$ cat config.mk
export PLATFORM = sky130hd
export DESIGN_NAME = rvh_pmp_check_arb
export DESIGN_NICKNAME = d
export VERILOG_FILES = /design/src/rtl/rvh_pmp_pkg.sv /design/src/rtl/rvh_pmp_dffre.sv /design/src/rtl/rvh_pmp_rr_arb.sv /design/src/rtl/rvh_pmp_check_arb.sv
export SDC_FILE = /design/constraint.sdc
export NUM_CORES = 1
export LEC_CHECK = 0
export ABC_AREA = 0
export BUFFER_PORTS_ARGS = -buffer_cell sky130_fd_sc_hd__buf_2
export CAP_MARGIN = 25
export CELL_PAD_IN_SITES_DETAIL_PLACEMENT = 1
export CELL_PAD_IN_SITES_GLOBAL_PLACEMENT = 2
export CORE_ASPECT_RATIO = 0.6
export CORE_MARGIN = 2
export CORE_UTILIZATION = 11
export DETAILED_ROUTE_END_ITERATION = 10
export GPL_TIMING_DRIVEN = 0
export PLACE_DENSITY = 0.82
export SLEW_MARGIN = 0
export SYNTH_ARGS = -nofsm -noshare
export SYNTH_HDL_FRONTEND = slang
export SYNTH_SLANG_ARGS = --single-unit
$ cat constraint.sdc
create_clock -name clk -period 3.7 [get_ports clk]
set_input_delay 0.74 -clock clk [delete_from_list [all_inputs] [get_ports clk]]
set_output_delay 0.74 -clock clk [all_outputs]
set_load 0.05 [all_outputs]
$ cat src/rtl/rvh_pmp_pkg.sv
// Shared PMP encodings: access types, pmpcfg.A address-matching modes, and
// the helper that sizes requester index fields.
package rvh_pmp_pkg;

  typedef enum logic [1:0] {
    PMP_ACC_R    = 2'd0,
    PMP_ACC_W    = 2'd1,
    PMP_ACC_X    = 2'd2,
    PMP_ACC_RSVD = 2'd3
  } pmp_access_e;

  typedef enum logic [1:0] {
    PMPCFG_A_OFF   = 2'd0,
    PMPCFG_A_TOR   = 2'd1,
    PMPCFG_A_NA4   = 2'd2,
    PMPCFG_A_NAPOT = 2'd3
  } pmpcfg_a_e;

  // A single requester still needs a one-bit index field.
  function automatic int unsigned id_width(input int unsigned n);
    return (n > 1) ? $clog2(n) : 1;
  endfunction

endpackage

$ cat src/rtl/rvh_pmp_dffre.sv
// Flip-flop with asynchronous active-low reset to zero and a load enable.
module rvh_pmp_dffre #(
  parameter int unsigned W = 1
) (
  input  logic         clk,
  input  logic         rstn,
  input  logic         en_i,
  input  logic [W-1:0] d_i,
  output logic [W-1:0] q_o
);

  always_ff @(posedge clk or negedge rstn) begin
    if (!rstn) begin
      q_o <= '0;
    end else if (en_i) begin
      q_o <= d_i;
    end
  end

endmodule

$ cat src/rtl/rvh_pmp_rr_arb.sv
// Round-robin arbiter: the search starts at the pointer, and the pointer moves
// one past the winner whenever a grant is issued.
module rvh_pmp_rr_arb
  import rvh_pmp_pkg::*;
#(
  parameter int unsigned REQ_NUM = 3,
  parameter int unsigned ID_W    = id_width(REQ_NUM)
) (
  input  logic               clk,
  input  logic               rstn,
  input  logic [REQ_NUM-1:0] req_i,
  input  logic               en_i,
  output logic [REQ_NUM-1:0] gnt_o,
  output logic [ID_W-1:0]    gnt_idx_o
);

  logic [ID_W-1:0] ptr_q, ptr_d;
  logic            found;
  logic            adv;
  int unsigned     idx;

  always_comb begin
    found     = 1'b0;
    gnt_idx_o = '0;
    idx       = 0;
    for (int unsigned off = 0; off < REQ_NUM; off++) begin
      idx = (32'(ptr_q) + off) % REQ_NUM;
      if (!found && req_i[idx]) begin
        found     = 1'b1;
        gnt_idx_o = ID_W'(idx);
      end
    end
  end

  assign adv   = en_i & found;
  assign gnt_o = adv ? (REQ_NUM'(1) << gnt_idx_o) : '0;
  assign ptr_d = (gnt_idx_o == ID_W'(REQ_NUM - 1)) ? '0 : gnt_idx_o + 1'b1;

  rvh_pmp_dffre #(.W(ID_W)) u_ptr (
    .clk  (clk),
    .rstn (rstn),
    .en_i (adv),
    .d_i  (ptr_d),
    .q_o  (ptr_q)
  );

endmodule

$ cat src/rtl/rvh_pmp_check_arb.sv
// Arbitrates PMP check requests, broadcasts the winner to the entries, and
// holds the resolved fault in a one-deep response slot.
module rvh_pmp_check_arb
  import rvh_pmp_pkg::*;
#(
  parameter int unsigned PADDR_WIDTH = 56,
  parameter int unsigned REQ_NUM     = 3,
  parameter int unsigned ENTRY_NUM   = 16,
  localparam int unsigned ID_W       = id_width(REQ_NUM)
) (
  input  logic                           clk,
  input  logic                           rstn,
  input  logic                           flush_i,
  input  logic [REQ_NUM-1:0]             req_vld_i,
  output logic [REQ_NUM-1:0]             req_rdy_o,
  input  logic [REQ_NUM*PADDR_WIDTH-1:0] req_paddr_i,
  input  logic [REQ_NUM*2-1:0]           req_access_type_i,
  input  logic [REQ_NUM-1:0]             req_priv_m_i,
  output logic                           chk_vld_o,
  output logic [PADDR_WIDTH-1:0]         chk_paddr_o,
  output logic [1:0]                     chk_access_type_o,
  input  logic [ENTRY_NUM-1:0]           entry_match_i,
  input  logic [ENTRY_NUM-1:0]           entry_fail_i,
  input  logic [ENTRY_NUM-1:0]           entry_lock_i,
  output logic                           resp_vld_o,
  input  logic                           resp_rdy_i,
  output logic [ID_W-1:0]                resp_id_o,
  output logic                           resp_fault_o
);

  logic                   can_accept;
  logic                   xfer;
  logic [REQ_NUM-1:0]     gnt;
  logic [ID_W-1:0]        gnt_idx;
  logic [PADDR_WIDTH-1:0] sel_paddr;
  logic [1:0]             sel_type;
  logic                   sel_priv_m;
  logic                   hit, hit_fail, hit_lock;
  logic                   fault_d;
  logic                   resp_vld_q, resp_vld_d;
  logic                   resp_fault_q;
  logic [ID_W-1:0]        resp_id_q;

  assign can_accept = ~flush_i & (~resp_vld_q | resp_rdy_i);

  rvh_pmp_rr_arb #(.REQ_NUM(REQ_NUM), .ID_W(ID_W)) u_rr_arb (
    .clk       (clk),
    .rstn      (rstn),
    .req_i     (req_vld_i),
    .en_i      (can_accept),
    .gnt_o     (gnt),
    .gnt_idx_o (gnt_idx)
  );

  assign req_rdy_o  = gnt;
  assign xfer       = |gnt;
  assign sel_paddr  = req_paddr_i[gnt_idx*PADDR_WIDTH +: PADDR_WIDTH];
  assign sel_type   = req_access_type_i[gnt_idx*2 +: 2];
  assign sel_priv_m = req_priv_m_i[gnt_idx];

  assign chk_vld_o         = xfer;
  assign chk_paddr_o       = xfer ? sel_paddr : '0;
  assign chk_access_type_o = xfer ? sel_type : '0;

  // Scanning downward leaves the lowest-index matching entry in hit_*.
  always_comb begin
    hit      = 1'b0;
    hit_fail = 1'b0;
    hit_lock = 1'b0;
    for (int unsigned i = ENTRY_NUM; i > 0; i--) begin
      if (entry_match_i[i-1]) begin
        hit      = 1'b1;
        hit_fail = entry_fail_i[i-1];
        hit_lock = entry_lock_i[i-1];
      end
    end
  end

  always_comb begin
    fault_d = ~sel_priv_m;
    if (sel_type == PMP_ACC_RSVD) begin
      fault_d = 1'b1;
    end else if (hit) begin
      fault_d = hit_fail & (~sel_priv_m | hit_lock);
    end
  end

  always_comb begin
    resp_vld_d = resp_vld_q;
    if (flush_i) begin
      resp_vld_d = 1'b0;
    end else if (xfer) begin
      resp_vld_d = 1'b1;
    end else if (resp_rdy_i) begin
      resp_vld_d = 1'b0;
    end
  end

  rvh_pmp_dffre #(.W(1)) u_resp_vld (
    .clk (clk), .rstn (rstn), .en_i (1'b1), .d_i (resp_vld_d), .q_o (resp_vld_q)
  );

  rvh_pmp_dffre #(.W(ID_W)) u_resp_id (
    .clk (clk), .rstn (rstn), .en_i (xfer), .d_i (gnt_idx), .q_o (resp_id_q)
  );

  rvh_pmp_dffre #(.W(1)) u_resp_fault (
    .clk (clk), .rstn (rstn), .en_i (xfer), .d_i (fault_d), .q_o (resp_fault_q)
  );

  assign resp_vld_o   = resp_vld_q;
  assign resp_id_o    = resp_id_q;
  assign resp_fault_o = resp_fault_q;

endmodule

### Word-level counts from Yosys, hierarchy flattened

Index checks and enable logic that the tools add are counted.

* muxes and demuxes: 71
* $lt $le $gt $ge: 4
* multipliers: 1
* div/mod/pow operators: 3
* bitwise logic cells: 8
* equality and inequality tests: 2
* shift operators: 3
* add/subtract/negate cells: 3
* reductions and logical operators: 6

Operators by type and width (count)
* 168-bit by 9-bit variable part select with 56-bit output: 1
* 32-bit by 3-bit < comparator with 1-bit output, second input constant: 3
* 32-bit by 2-bit remainder unit with 32-bit output, second input constant: 2
* 1-bit 2-to-1 mux: 60
* 56-bit 2-to-1 mux: 1
* 2-bit by 2-bit remainder unit with 32-bit output, second input constant: 1
* 2-bit 2-to-1 mux: 5
* 1-bit binary-select mux with 2-bit select: 4
* 6-bit by 4-bit variable part select with 2-bit output: 1
* 2-bit by 3-bit multiplier with 5-bit output, second input constant: 1
* 2-bit == test, second input constant: 2
* 2-bit by 1-bit adder with 3-bit output, second input constant: 1
* 2-bit by 2-bit adder with 3-bit output, second input constant: 1
* 1-bit AND: 3
* 2-bit by 3-bit < comparator with 1-bit output, second input constant: 1
* 3-bit 2-to-1 mux: 1
* 1-bit NOT: 3
* 3-bit nonzero test: 1
* 3-bit OR reduction: 1
* 1-bit by 2-bit << shifter with 3-bit output, first input constant: 1
* 2-bit by 1-bit adder with 2-bit output, second input constant: 1
* 1-bit logical AND: 2
* 1-bit zero test: 2
* 1-bit OR: 2

* logic and storage cells: 105
* output and inout bits: 66
* latch bits: 0
* memories kept: 0
* memory bits (read-only): 0
* flip-flop bits (word level): 6
* bits in writable memories: 0

### Logic depth before layout (Yosys ltp)

Gate-level depths: netlist (run 1).

* word-level depth: 20
* gate-level depth with buffers: 10
* gate-level depth less buffers: 9

### Hierarchy

From an unflattened synthesis (run 1), not the netlist that was laid out.

* cell total of the unflattened synthesis: 384
* area, all modules: 2444.8 um^2

Modules (own cells, without submodules)
* rvh_pmp_check_arb: instances 1, area each 1860.5 um^2, seq. area each 0.0 um^2, cells an instance 326
* rvh_pmp_rr_arb: instances 1, area each 359.1 um^2, seq. area each 0.0 um^2, cells an instance 46
* rvh_pmp_dffre (u_resp_id ...): instances 2, area each 72.6 um^2, seq. area each 50.0 um^2, cells an instance 4
* rvh_pmp_dffre (u_resp_fault ...): instances 2, area each 40.0 um^2, seq. area each 25.0 um^2, cells an instance 2

### Worst setup path after synthesis (run 1)

No wires, ideal clock.

* path kind: input-to-output
* start point: in req_vld_i[2]
* end point: out chk_access_type_o[1]
* arrival: 3.087 ns
* slack: -0.127 ns
* data required time: 2.960 ns
* cell stages on the path: 7
* cell sequence: nor2_1 maj3_2 a21o_1 or3b_1 clkbuf_1 clkbuf_1 a211oi_1

* longest elaborated chain between the ends: 13

Ends and longest elaborated chain
* start: declaration: RTL line rvh_pmp_check_arb.sv:14 `input logic [REQ_NUM-1:0] req_vld_i,`
* 1-bit binary-select mux with 2-bit select: RTL line rvh_pmp_rr_arb.sv:28 `if (!found && req_i[idx]) begin`
* 1-bit 2-to-1 mux (not written as such): RTL line rvh_pmp_rr_arb.sv:28
* 1-bit 2-to-1 mux: RTL line rvh_pmp_rr_arb.sv:28
* 1-bit zero test: RTL line rvh_pmp_rr_arb.sv:28
* 1-bit logical AND: RTL line rvh_pmp_rr_arb.sv:28
* 1-bit 2-to-1 mux: RTL line rvh_pmp_rr_arb.sv:28
* 1-bit zero test: RTL line rvh_pmp_rr_arb.sv:28
* 1-bit logical AND: RTL line rvh_pmp_rr_arb.sv:28
* 2-bit 2-to-1 mux / 1-bit 2-to-1 mux (equally long branches): RTL line rvh_pmp_rr_arb.sv:28
* 1-bit by 2-bit << shifter with 3-bit output / 1-bit AND (equally long branches): RTL line rvh_pmp_rr_arb.sv:36, rvh_pmp_rr_arb.sv:35
* 3-bit 2-to-1 mux: RTL line rvh_pmp_rr_arb.sv:36 `assign gnt_o = adv ? (REQ_NUM'(1) << gnt_idx_o) : '0;`
* 3-bit OR reduction: RTL line rvh_pmp_check_arb.sv:56 `assign xfer = |gnt;`
* 2-bit 2-to-1 mux *: RTL line rvh_pmp_check_arb.sv:63 `assign chk_access_type_o = xfer ? sel_type : '0;`
* end: declaration: RTL line rvh_pmp_check_arb.sv:21 `output logic [1:0] chk_access_type_o,`

Every way passes the cells marked *; elsewhere a longest branch is shown, timed or not. The select of a mux whose other input is x is not followed.

### Worst setup path in the final report (run 1)

* start point: reg u_rr_arb.u_ptr.q_o[0]
* end point: out chk_paddr_o[28]

* longest elaborated chain between the ends: 14

Ends and longest elaborated chain
* start: declaration: RTL line rvh_pmp_dffre.sv:9 `output logic [W-1:0] q_o`
* start signal: assignment: RTL line rvh_pmp_dffre.sv:16 `q_o <= d_i;`
* parallel branches: the longest is 13 deep, another holds 32-bit by 2-bit remainder unit with 32-bit output
* 56-bit 2-to-1 mux *: RTL line rvh_pmp_check_arb.sv:62 `assign chk_paddr_o = xfer ? sel_paddr : '0;`
* end: declaration: RTL line rvh_pmp_check_arb.sv:20 `output logic [PADDR_WIDTH-1:0] chk_paddr_o,`

Every way passes the cells marked *. The select of a mux whose other input is x is not followed.

==> results by group, run 1 <==
Placed design
  – DP Area: between 3000 and 4000 um2
  – Final Wtd Congestion: between 0.8 and 0.9
  – Dpl hpwl: approximately 12000 um
  – Port Buf Inserts: about 300

Yosys
  – Synth top cells by count: nand2_1 (77), a21oi_1 (69), a22oi_1 (57)
  – Synth Net Count: around 560
  – Synth top area share: 0.2238
  – Post-synthesis sequential area ratio: 0.07853
  – Async SR Flop Fraction: 1.000
  – Top post-synthesis cells by area: a22oi_1 (22%), a21oi_1 (18%), nand2_1 (15%)
  – Most common cell in the netlist: nand2_1
  – Number of flops mapped to enable cells by yosys: 0
  – Syn Inst Count: ~320
  – Count of cell types in the netlist: 41
  – Yosys warns: 0
  – Ys flop type: dfrtp_1
  – Synthesized area: 1912 um2
  – Average instance area after synthesis: about 6 um2
  – Seq cells post-synth: 6
  – Largest area contributor in the netlist: a22oi_1

Clock tree
  – Clock Latency Late Sink: 0.22 ns
  – Cts hold-fix bufs: 0
  – Clock sinks: 6
  – Worst-path clk slew: about 0.030 ns
  – CTS tree: built
  – CTS max path bufs: 2
  – # H-tree levels: 1
  – Root buf cell: clkbuf_16
  – Total CTS buffers: 3

Drt
  – WL/cell: around 16 um
  – Met3 routed WL: around 940 um
  – # DRC: 0
  – WL final: around 14000 um
  – Vias/cell: between 4 and 5
  – DR vias: approximately 3700
  – Max layer used: met4
  – Starting DRC count in detailed routing: slightly above 200
  – Met2 WL post-DR: just over 6000 um
  – Post-route ant nets: 0
  – M1 WL: between 6000 and 7000 um
  – Drt first pass iters: 4

Floorplanning
  – DIE AREA: between 15000 and 20000 um2
  – Core box area: approximately 17000 um2
  – Cell row count: 37
  – I/O pin cnt: between 200 and 300
  – Die span in y: between 100 and 150 um
  – Starting Density: 0.1119
  – Die W: 174.2 um

Hold path
  – Hold Crit Class: input port to asynchronous set/reset pin

STA
  – Slew Limit Headroom: 0.5999
  – Period minus WS final: 3.546 ns
  – Final cycle utilization of the critical path: 0.9583
  – Fmax: 282.0 MHz
  – Final setup vio count: 0
  – Setup repair after global routing missed its margin: no
  – Clk_skew: ~0.0022 ns
  – Hold Slack: between 0.3 and 0.4 ns
  – Hold Violations, Final: 0
  – Final Slew Violations: 0
  – Worst slew pin tran: about 0.6 ns

Power
  – P per Cell Area: between 700 and 800 nW/um2
  – Static Leak: roughly 0.0021 uW
  – Pwr Total: between 2000 and 3000 uW
  – Maximum VDD drop: between 0.2 and 0.3 mV

Critical path
  – Setup Crit Path Kind: register to output port
  – Top delay family on crit path: buffers and inverters
  – Most used cell, CP: buf_4
  – CP arrival: 2.81 ns
  – Delay of the slowest critical-path stage: 0.42 ns
  – Worst R2R End: u_resp_fault.q_o$_DFFE_PN0P_
  – Crit path launch type: register
  – Bufs and invs on worst path: 4
  – CP required: ~3.0 ns
  – Reg2Reg Depth: 10
  – CP endpoint: chk_paddr_o[28]
  – Slowest cell on crit path: or3b_4
  – Crit. End Element: output port
  – Worst setup path start: u_rr_arb.u_ptr.q_o[0]$_DFFE_PN0P_
  – CP max FO: 10
  – Critical R2R Launch: u_rr_arb.u_ptr.q_o[0]$_DFFE_PN0P_
  – Worst R2R Setup Slack: around 0.83 ns
  – Critical Path, Cell by Cell: inv_1, ha_2, maj3_2, a21o_1, or3b_4, buf_4, buf_2, a21oi_1, buf_4
  – Stages on worst setup path: 9

Finish
  – Layout cells sized above 1: 0.5481
  – N_diodes: 0
  – Net count, final: 860
  – Area delta synth->final: 107.9%
  – Cell area after layout: just under 4000 um2

Job
  – Max-cap violation count: 0

Global routing
  – Total grt overflow: 0
  – Initial antenna violation count: 0
  – First-pass GRT wire length: between 20000 and 25000 um
  – Total track usage: 0.1366
  – Vias in the first global route: approximately 3700
  – Largest net degree at the start of global routing: 11

Status
  – Status: finished, final reports clean
-- worst reg2reg max path, cell delays in order, from the launching register on --
cell and delay (ns):
dfrtp_1 0.40, inv_1 0.08, ha_2 0.30, or3b_1 0.38, o31a_1 0.15, a211oi_4 0.33
buf_4 0.27, nand2_1 0.13, a221o_1 0.40, a31o_1 0.23, a2bb2oi_2 0.12
-- flip-flops by register name, indices dropped and copies added, names as in the netlist --
name                cells
u_resp_id.q_o           2
u_rr_arb.u_ptr.q_o      2
u_resp_fault.q_o        1
u_resp_vld.q_o          1
-- stage by stage --
| stage | std cells | setup slack [ns] | TNS [ns] | utilization |
|---|---|---|---|---|
| final | 858 | 0.1543 | 0 | 0.2326 |
| after global routing | 858 | 0.003737 | 0 | 0.2326 |
| after CTS | 859 | -0.007963 | -0.01387 | 0.2285 |
| after detailed placement | 854 | -0.2049 | -4.405 | 0.2164 |
| after global placement | 854 | -0.2291 | -4.755 | 0.2164 |
| after floorplan | 323 | 0.08782 | 0 | - |
-- what timing repair did --
item	4_1_cts	5_1_grt
buffers inserted	2	1
resized for setup	52	33
pin swaps	1	0
endpoints found under the setup margin	59	61
-- layer usage --
layer / vias to the layer above / global-route usage
met4: 0 / 0.01200
met2: 153 / 0.2225
met3: 6 / 0.02897
met1: 1751 / 0.1916
li1: 1825 / -
met5: - / 0
-- where the power goes --
| part | switching [uW] | total, uW | internal, uW |
|---|---|---|---|
| sequential | 20.7 | 114 | 93.2 |
| combinational | 1800 | 2610 | 814 |
| clock | 32.8 | 171 | 138 |
| total | 1850 | 2890 | 1050 |
-- cell families after synthesis --
group	synth area share
flops	0.07853
buf+inv	0.07133
simple gates	0.2592
fa+ha+maj	0.01898
compound gates	0.5720
-- worst min path at each step --
stage / endpoint / slack, ns
3_5_place_dp: u_resp_id.q_o[0]$_DFFE_PN0P_ / 0.49
5_1_grt: u_resp_id.q_o[0]$_DFFE_PN0P_ / 0.34
3_3_place_gp: u_resp_id.q_o[0]$_DFFE_PN0P_ / 0.46
2_1_floorplan: u_resp_fault.q_o$_DFFE_PN0P_ / 0.44
6_report: u_rr_arb.u_ptr.q_o[0]$_DFFE_PN0P_ / 0.33
4_1_cts: u_rr_arb.u_ptr.q_o[0]$_DFFE_PN0P_ / 0.34
-- cell usage in the layout, fill, tap and decap left out, types with 8 or more instances in the layout --
cell type | netlist | routed
a21oi_1 | 69 | 64
a22oi_1 | 57 | 56
buf_2 | 10 | 262
buf_4 | 0 | 35
clkbuf_2 | 0 | 8
clkbuf_4 | 0 | 15
nand2_1 | 77 | 77
o21ai_0 | 12 | 12
-- cell type report --
type / count / area, um2
Buffer: 25 / 155.1
Clock buffer: 3 / 75.07
Fill cell: 2255 / 13110
Inverter: 6 / 22.52
Multi-Input combinational cell: 284 / 1665
Sequential cell: 6 / 150.1
Tap cell: 234 / 292.8
Timing Repair Buffer: 300 / 1613
No activity file was read; power rests on OpenSTA's default activity.
==> run 2: changes to the inputs <==
--- a/config.mk
+++ b/config.mk
@@ -7,11 +7,10 @@
 export LEC_CHECK = 0
 export ABC_AREA = 0
 export BUFFER_PORTS_ARGS = -buffer_cell sky130_fd_sc_hd__buf_2
-export CAP_MARGIN = 25
 export CELL_PAD_IN_SITES_DETAIL_PLACEMENT = 1
 export CELL_PAD_IN_SITES_GLOBAL_PLACEMENT = 2
 export CORE_ASPECT_RATIO = 0.6
-export CORE_MARGIN = 2
+export CORE_MARGIN = 4
 export CORE_UTILIZATION = 11
 export DETAILED_ROUTE_END_ITERATION = 10
 export GPL_TIMING_DRIVEN = 0
==> results by group, run 2 (synthesized netlist as in run 1, its figures left out) <==
Finish
  – Area delta synth->final: 108.6%
  – Net count, final: 860 (unchanged)
  – Fill count: 2217 (-1.7%)
  – Top Registers: u_resp_id.q_o x2, u_rr_arb.u_ptr.q_o x2
  – Most frequent cells in the layout: buf_2 (261), nand2_1 (76), a21oi_1 (62), a22oi_1 (57), buf_4 (34)
  – Layout cells sized above 1: 0.5513 (+0.003205)
  – N_diodes: 0 (unchanged)
  – Final Util: 0.2335 (+0.0008790)
  – Leading cell type in the layout, fill and taps excluded: buf_2

Drt
  – M1 WL: 6624 um (+0.75%)
  – Drt first pass iters: 4 (unchanged)
  – DR vias: 3736 (+0.027%)
  – # DRC: 0 (unchanged)
  – WL final: 14280 um (+3.6%)
  – Vias/cell: 4.354 (about the same)
  – Starting DRC count in detailed routing: 171 (-15%)
  – Met3 routed WL: 1268 um (+35%)
  – Met2 WL post-DR: 6331 um (+2.4%)
  – Post-route ant nets: 0 (unchanged)
  – WL/cell: 16.64 um (+3.6%)
  – Max layer used: met5

STA
  – Final Slew Violations: 0 (unchanged)
  – Final setup vio count: 0 (unchanged)
  – Period minus WS final: 3.565 ns (+0.01915 ns)
  – Final cycle utilization of the critical path: 0.9635 (+0.005176)
  – Slew Limit Headroom: 0.5758 (-0.02406)
  – Fmax: 280.5 MHz (-0.54%)
  – Clk_skew: 0.0006257 ns (-0.001624 ns)
  – Worst slew pin tran: 0.6305 ns (+0.03576 ns)
  – Hold Violations, Final: 0 (unchanged)
  – Setup WS post-layout: 0.1351 ns (-0.01915 ns)

Clock tree
  – Root buf cell: clkbuf_16
  – Clock Latency Late Sink: 0.23 ns (about the same)
  – # H-tree levels: 1 (unchanged)
  – Total CTS buffers: 3 (unchanged)
  – CTS max path bufs: 2 (unchanged)
  – Cts hold-fix bufs: 0 (unchanged)
  – Clock sinks: 6 (unchanged)
  – Worst-path clk slew: 0.03 ns (about the same)
  – CTS tree: built

Power
  – P per Cell Area: 726.2 nW/um2 (-0.28%)
  – Maximum VDD drop: 0.2424 mV (-8.9%)
  – Static Leak: 0.002105 uW (+0.32%)

Placed design
  – Port Buf Inserts: 297 (unchanged)
  – Dpl hpwl: 12360 um (+6.7%)
  – Final Wtd Congestion: 0.7456 (-7.0%)
  – DP Worst Slack: -0.1399 ns (+0.06503 ns)

Critical path
  – Worst R2R Setup Slack: 0.99 ns (+0.16 ns)
  – Critical R2R Launch: u_rr_arb.u_ptr.q_o[0]$_DFFE_PN0P_
  – Reg2Reg Depth: 10 (unchanged)
  – CP max FO: 10 (unchanged)
  – Setup Crit Path Kind: register to output port
  – Worst R2R End: u_resp_fault.q_o$_DFFE_PN0P_
  – CP required: 2.96 ns (about the same)
  – CP arrival: 2.82 ns (about the same)
  – Crit. End Element: output port
  – Crit path launch type: register

Job
  – Max-cap violation count: 0 (unchanged)

Global routing
  – Total grt overflow: 0 (unchanged)
  – Largest net degree at the start of global routing: 11 (unchanged)
  – Vias in the first global route: 3605 (-2.2%)
  – Initial antenna violation count: 1 (+1)
  – First-pass GRT wire length: 19780 um (-1.9%)
  – Total track usage: 0.1262 (-0.01038)

Floorplanning
  – I/O pin cnt: 298 (unchanged)
  – Starting Density: 0.1119 (unchanged)
  – DIE AREA: 19620 um2 (+6.2%)
  – Cell row count: 37 (unchanged)
  – Die span in y: 110.1 um (+3.8%)
  – Core box area: 17080 um2 (unchanged)
  – Die W: 178.2 um (+2.3%)

Status
  – Status: finished, final reports clean

Hold path
  – Hold Crit Class: input port to asynchronous set/reset pin
[run 2: changes by cell type in the layout (fill, tap and decap cells not counted), sizes merged]
cell    before  now
clkbuf      27   30
buf        301  298
[run 2: metrics by stage]
step                      instances  total power [uW]  setup TNS, ns  hold WS (ns)  area [um2]
after floorplan                 323              1820              0        0.4444        1917
after global placement          854              2529         -1.945        0.4561        3696
after detailed placement        854              2534         -1.936        0.4737        3696
after CTS                       859              2843      -0.001975        0.3393        3896
after global routing            858              3115       -0.01451        0.3388        3989
final                           858              2897              0        0.3333        3989
[run 2: report_power, final]
group | switching (uW) | internal (uW) | leakage, uW
sequential | 17.5 | 93.2 | 0.0000758
clock | 35.9 | 139 | 0.0000370
combinational | 1790 | 820 | 0.00199
total | 1850 | 1050 | 0.00211
[run 2: routing by layer]
metal  global-route usage  up-vias
li1                     -     1825
met1               0.1800     1746
met2               0.2024      159
met3              0.02999        4
met4             0.009852        2
met5                    0        -
[run 2: layout make-up]
class	count	area, um2	area share
Buffer	26	166.4	0.04172
Sequential cell	6	150.1	0.03764
Inverter	6	22.52	0.005646
Timing Repair Buffer	299	1604	0.4021
Multi-Input combinational cell	284	1678	0.4206
Tap cell	234	292.8	0.07340
Clock buffer	3	75.07	0.01882
[run 2: worst max path at each step]
stage,startpoint,slack (ns),depth (start not counted),end
floorplan,u_rr_arb.u_ptr.q_o[0]$_DFFE_PN0P_,0.09,9,chk_paddr_o[15]
global placement,req_vld_i[0],-0.12,10,chk_paddr_o[37]
detailed placement,req_vld_i[0],-0.14,9,chk_paddr_o[46]
CTS,u_rr_arb.u_ptr.q_o[0]$_DFFE_PN0P_,-0.002,10,chk_paddr_o[7]
global route,u_rr_arb.u_ptr.q_o[1]$_DFFE_PN0P_,-0.004,10,chk_paddr_o[16]
finish,u_rr_arb.u_ptr.q_o[0]$_DFFE_PN0P_,0.14,9,chk_paddr_o[16]
[run 2: timing repair]
action	CTS	global route
pin swaps	1	1
setup endpoints to repair	59	61
gates resized for setup	48	46
setup buffers	2	0
[run 2: critical path, cell delays in order, from the launching register on]
cell and delay (ns):
dfrtp_1 0.39, inv_1 0.07, ha_2 0.31, maj3_2 0.31
a21o_1 0.21, or3b_1 0.48, buf_6 0.21, buf_2 0.20
a21oi_1 0.19, buf_4 0.23
==> run 3: changes to the inputs <==
--- a/config.mk
+++ b/config.mk
@@ -5,7 +5,6 @@
 export SDC_FILE = /design/constraint.sdc
 export NUM_CORES = 1
 export LEC_CHECK = 0
-export ABC_AREA = 0
 export BUFFER_PORTS_ARGS = -buffer_cell sky130_fd_sc_hd__buf_2
 export CELL_PAD_IN_SITES_DETAIL_PLACEMENT = 1
 export CELL_PAD_IN_SITES_GLOBAL_PLACEMENT = 2
@@ -13,8 +12,7 @@
 export CORE_MARGIN = 4
 export CORE_UTILIZATION = 11
 export DETAILED_ROUTE_END_ITERATION = 10
-export GPL_TIMING_DRIVEN = 0
-export PLACE_DENSITY = 0.82
+export PLACE_DENSITY_LB_ADDON = 0.05
 export SLEW_MARGIN = 0
 export SYNTH_ARGS = -nofsm -noshare
 export SYNTH_HDL_FRONTEND = slang
==> results by group, run 3 (synthesized netlist as in run 1, its figures left out) <==
Status
  – Status: finished, final reports clean

STA
  – Final setup vio count: 0 (unchanged)
  – Hold Slack: 0.3434 ns (+0.01010 ns)
  – Setup Total Neg Slack: 0 ns (unchanged)
  – Period minus WS final: 3.546 ns (-0.01870 ns)
  – Final Slew Violations: 0 (unchanged)
  – Clk_skew: 0.004061 ns (+0.003435 ns)
  – Slew Limit Headroom: 0.5387 (-0.03708)
  – Hold Violations, Final: 0 (unchanged)
  – Setup repair after global routing missed its margin: no
  – Setup WS post-layout: 0.1538 ns (+0.01870 ns)
  – Final cycle utilization of the critical path: 0.9584 (-0.005053)
  – Worst slew pin tran: 0.6856 ns (+0.05511 ns)
  – Fmax: 282.0 MHz (+0.53%)

Drt
  – Drt first pass iters: 4 (unchanged)
  – Vias/cell: 4.318 (-0.84%)
  – DR vias: 3644 (-2.5%)
  – WL/cell: 17.56 um (+5.5%)
  – Post-route ant nets: 0 (unchanged)
  – Starting DRC count in detailed routing: 130 (-24%)
  – WL final: 14820 um (+3.8%)
  – # DRC: 0 (unchanged)

Power
  – Maximum VDD drop: 0.3668 mV (+51%)
  – P per Cell Area: 712.8 nW/um2 (-1.9%)
  – Pwr Total: 2709 uW (-6.5%)
  – Static Leak: 0.002048 uW (-2.7%)

Critical path
  – Setup Crit Path Kind: register to output port
  – Crit path launch type: register
  – Crit. End Element: output port
  – CP max FO: 57 (+47)
  – CP arrival: 2.81 ns (about the same)
  – CP required: 2.96 ns (about the same)

Clock tree
  – Clock sinks: 6 (unchanged)
  – CTS tree: built
  – Total CTS buffers: 3 (unchanged)
  – Root buf cell: clkbuf_16
  – # H-tree levels: 1 (unchanged)
  – Clock Latency Late Sink: 0.23 ns (about the same)
  – CTS max path bufs: 2 (unchanged)
  – Cts hold-fix bufs: 0 (unchanged)
  – Worst-path clk slew: 0.04 ns (about the same)

Floorplanning
  – Core box area: 17080 um2 (unchanged)
  – Die span in y: 110.1 um (unchanged)
  – I/O pin cnt: 298 (unchanged)
  – DIE AREA: 19620 um2 (unchanged)
  – Die W: 178.2 um (unchanged)
  – Cell row count: 37 (unchanged)
  – Starting Density: 0.1119 (unchanged)

Global routing
  – Total grt overflow: 0 (unchanged)
  – Vias in the first global route: 3716 (+3.1%)
  – Initial antenna violation count: 3 (+2)
  – Total track usage: 0.1324 (+0.006142)
  – Largest net degree at the start of global routing: 60 (+49)
  – First-pass GRT wire length: 20570 um (+4.0%)

Hold path
  – Hold Crit Class: input port to asynchronous set/reset pin

Finish
  – Top Registers: u_resp_id.q_o x2, u_rr_arb.u_ptr.q_o x2
  – Most frequent cells in the layout: buf_2 (296), nand2_1 (76), a21oi_1 (69), a22oi_1 (57), o21ai_0 (12)
  – Leading cell type in the layout, fill and taps excluded: buf_2
  – Area delta synth->final: 98.76%
  – Layout cells sized above 1: 0.5264 (-0.02488)
  – Net count, final: 842 (-2.1%)
  – Final Util: 0.2224 (-0.01106)

Placed design
  – DP Worst Slack: 0.2646 ns (+0.4045 ns)
  – Final Wtd Congestion: 0.7571 (+1.5%)
  – Dpl hpwl: 12290 um (-0.62%)
  – Port Buf Inserts: 297 (unchanged)

Job
  – Max-cap violation count: 0 (unchanged)
[run 3: cell count changes in the layout (fill, tap and decap cells not counted), moves of 3 or more]
cell,previous run,this run
diode_2,0,4
clkbuf_4,17,1
a21oi_2,7,0
clkbuf_2,8,0
buf_12,0,4
buf_4,34,6
buf_6,3,0
buf_2,261,296
a21oi_1,62,69
[run 3: final cells by class]
class | instances | area, um2
fillers | 2181 | 13280
well taps | 234 | 292.8
flip-flops and latches | 6 | 150.1
clock buffers | 3 | 75.07
repair buffers | 307 | 1614
diodes | 4 | 10.01
inverters | 6 | 22.52
multi-input cells | 284 | 1635
[run 3: per-stage QoR]
stage          cells  area [um2]
5_1_grt          842        3795
6_report         844        3800
3_5_place_dp     837        3711
2_1_floorplan    323        1917
4_1_cts          840        3786
3_3_place_gp     837        3711
[run 3: power by group]
group / switching (uW) / internal, uW
Clock: 35.4 / 139
Sequential: 18.7 / 93.3
Combinational: 1720 / 699
Total: 1780 / 930
[run 3: path summary, 6_finish.rpt]
path | startpoint | end | slack, ns | cells past startpoint
max | u_rr_arb.u_ptr.q_o[0]$_DFFE_PN0P_ | chk_paddr_o[12] | 0.15 | 8
min | rstn | u_resp_id.q_o[1]$_DFFE_PN0P_ | 0.34 | 1
max reg2reg | u_rr_arb.u_ptr.q_o[0]$_DFFE_PN0P_ | u_resp_fault.q_o$_DFFE_PN0P_ | 0.70 | 10
min reg2reg | u_resp_id.q_o[0]$_DFFE_PN0P_ | u_resp_id.q_o[0]$_DFFE_PN0P_ | 0.49 | 1
max in group asynchronous | rstn | u_resp_fault.q_o$_DFFE_PN0P_ | 3.19 | 1
min in group clk | u_resp_id.q_o[0]$_DFFE_PN0P_ | u_resp_id.q_o[0]$_DFFE_PN0P_ | 0.49 | 1
[run 3: routing by layer]
metal  global-route usage  vias up  routed length [um]
met1               0.1645     1697                6111
met2               0.2419      138                7427
li1                     -     1799                   -
met4              0.01478        2                 120
met3              0.03170        8                1150
met5                    0        -                   7
[run 3: timing repair]
| item | in CTS | in global routing |
|---|---|---|
| setup endpoints to repair | 0 | 48 |
| resized for setup | 0 | 2 |
| setup buffers | 0 | 0 |
[run 3: critical path, cell delays in order (launching register included)]
cell     delay, ns
dfrtp_1       0.37
inv_1         0.06
ha_1          0.37
maj3_2        0.33
a21o_1        0.18
or3b_2        0.51
buf_12        0.21
a21oi_1       0.20
buf_2         0.30
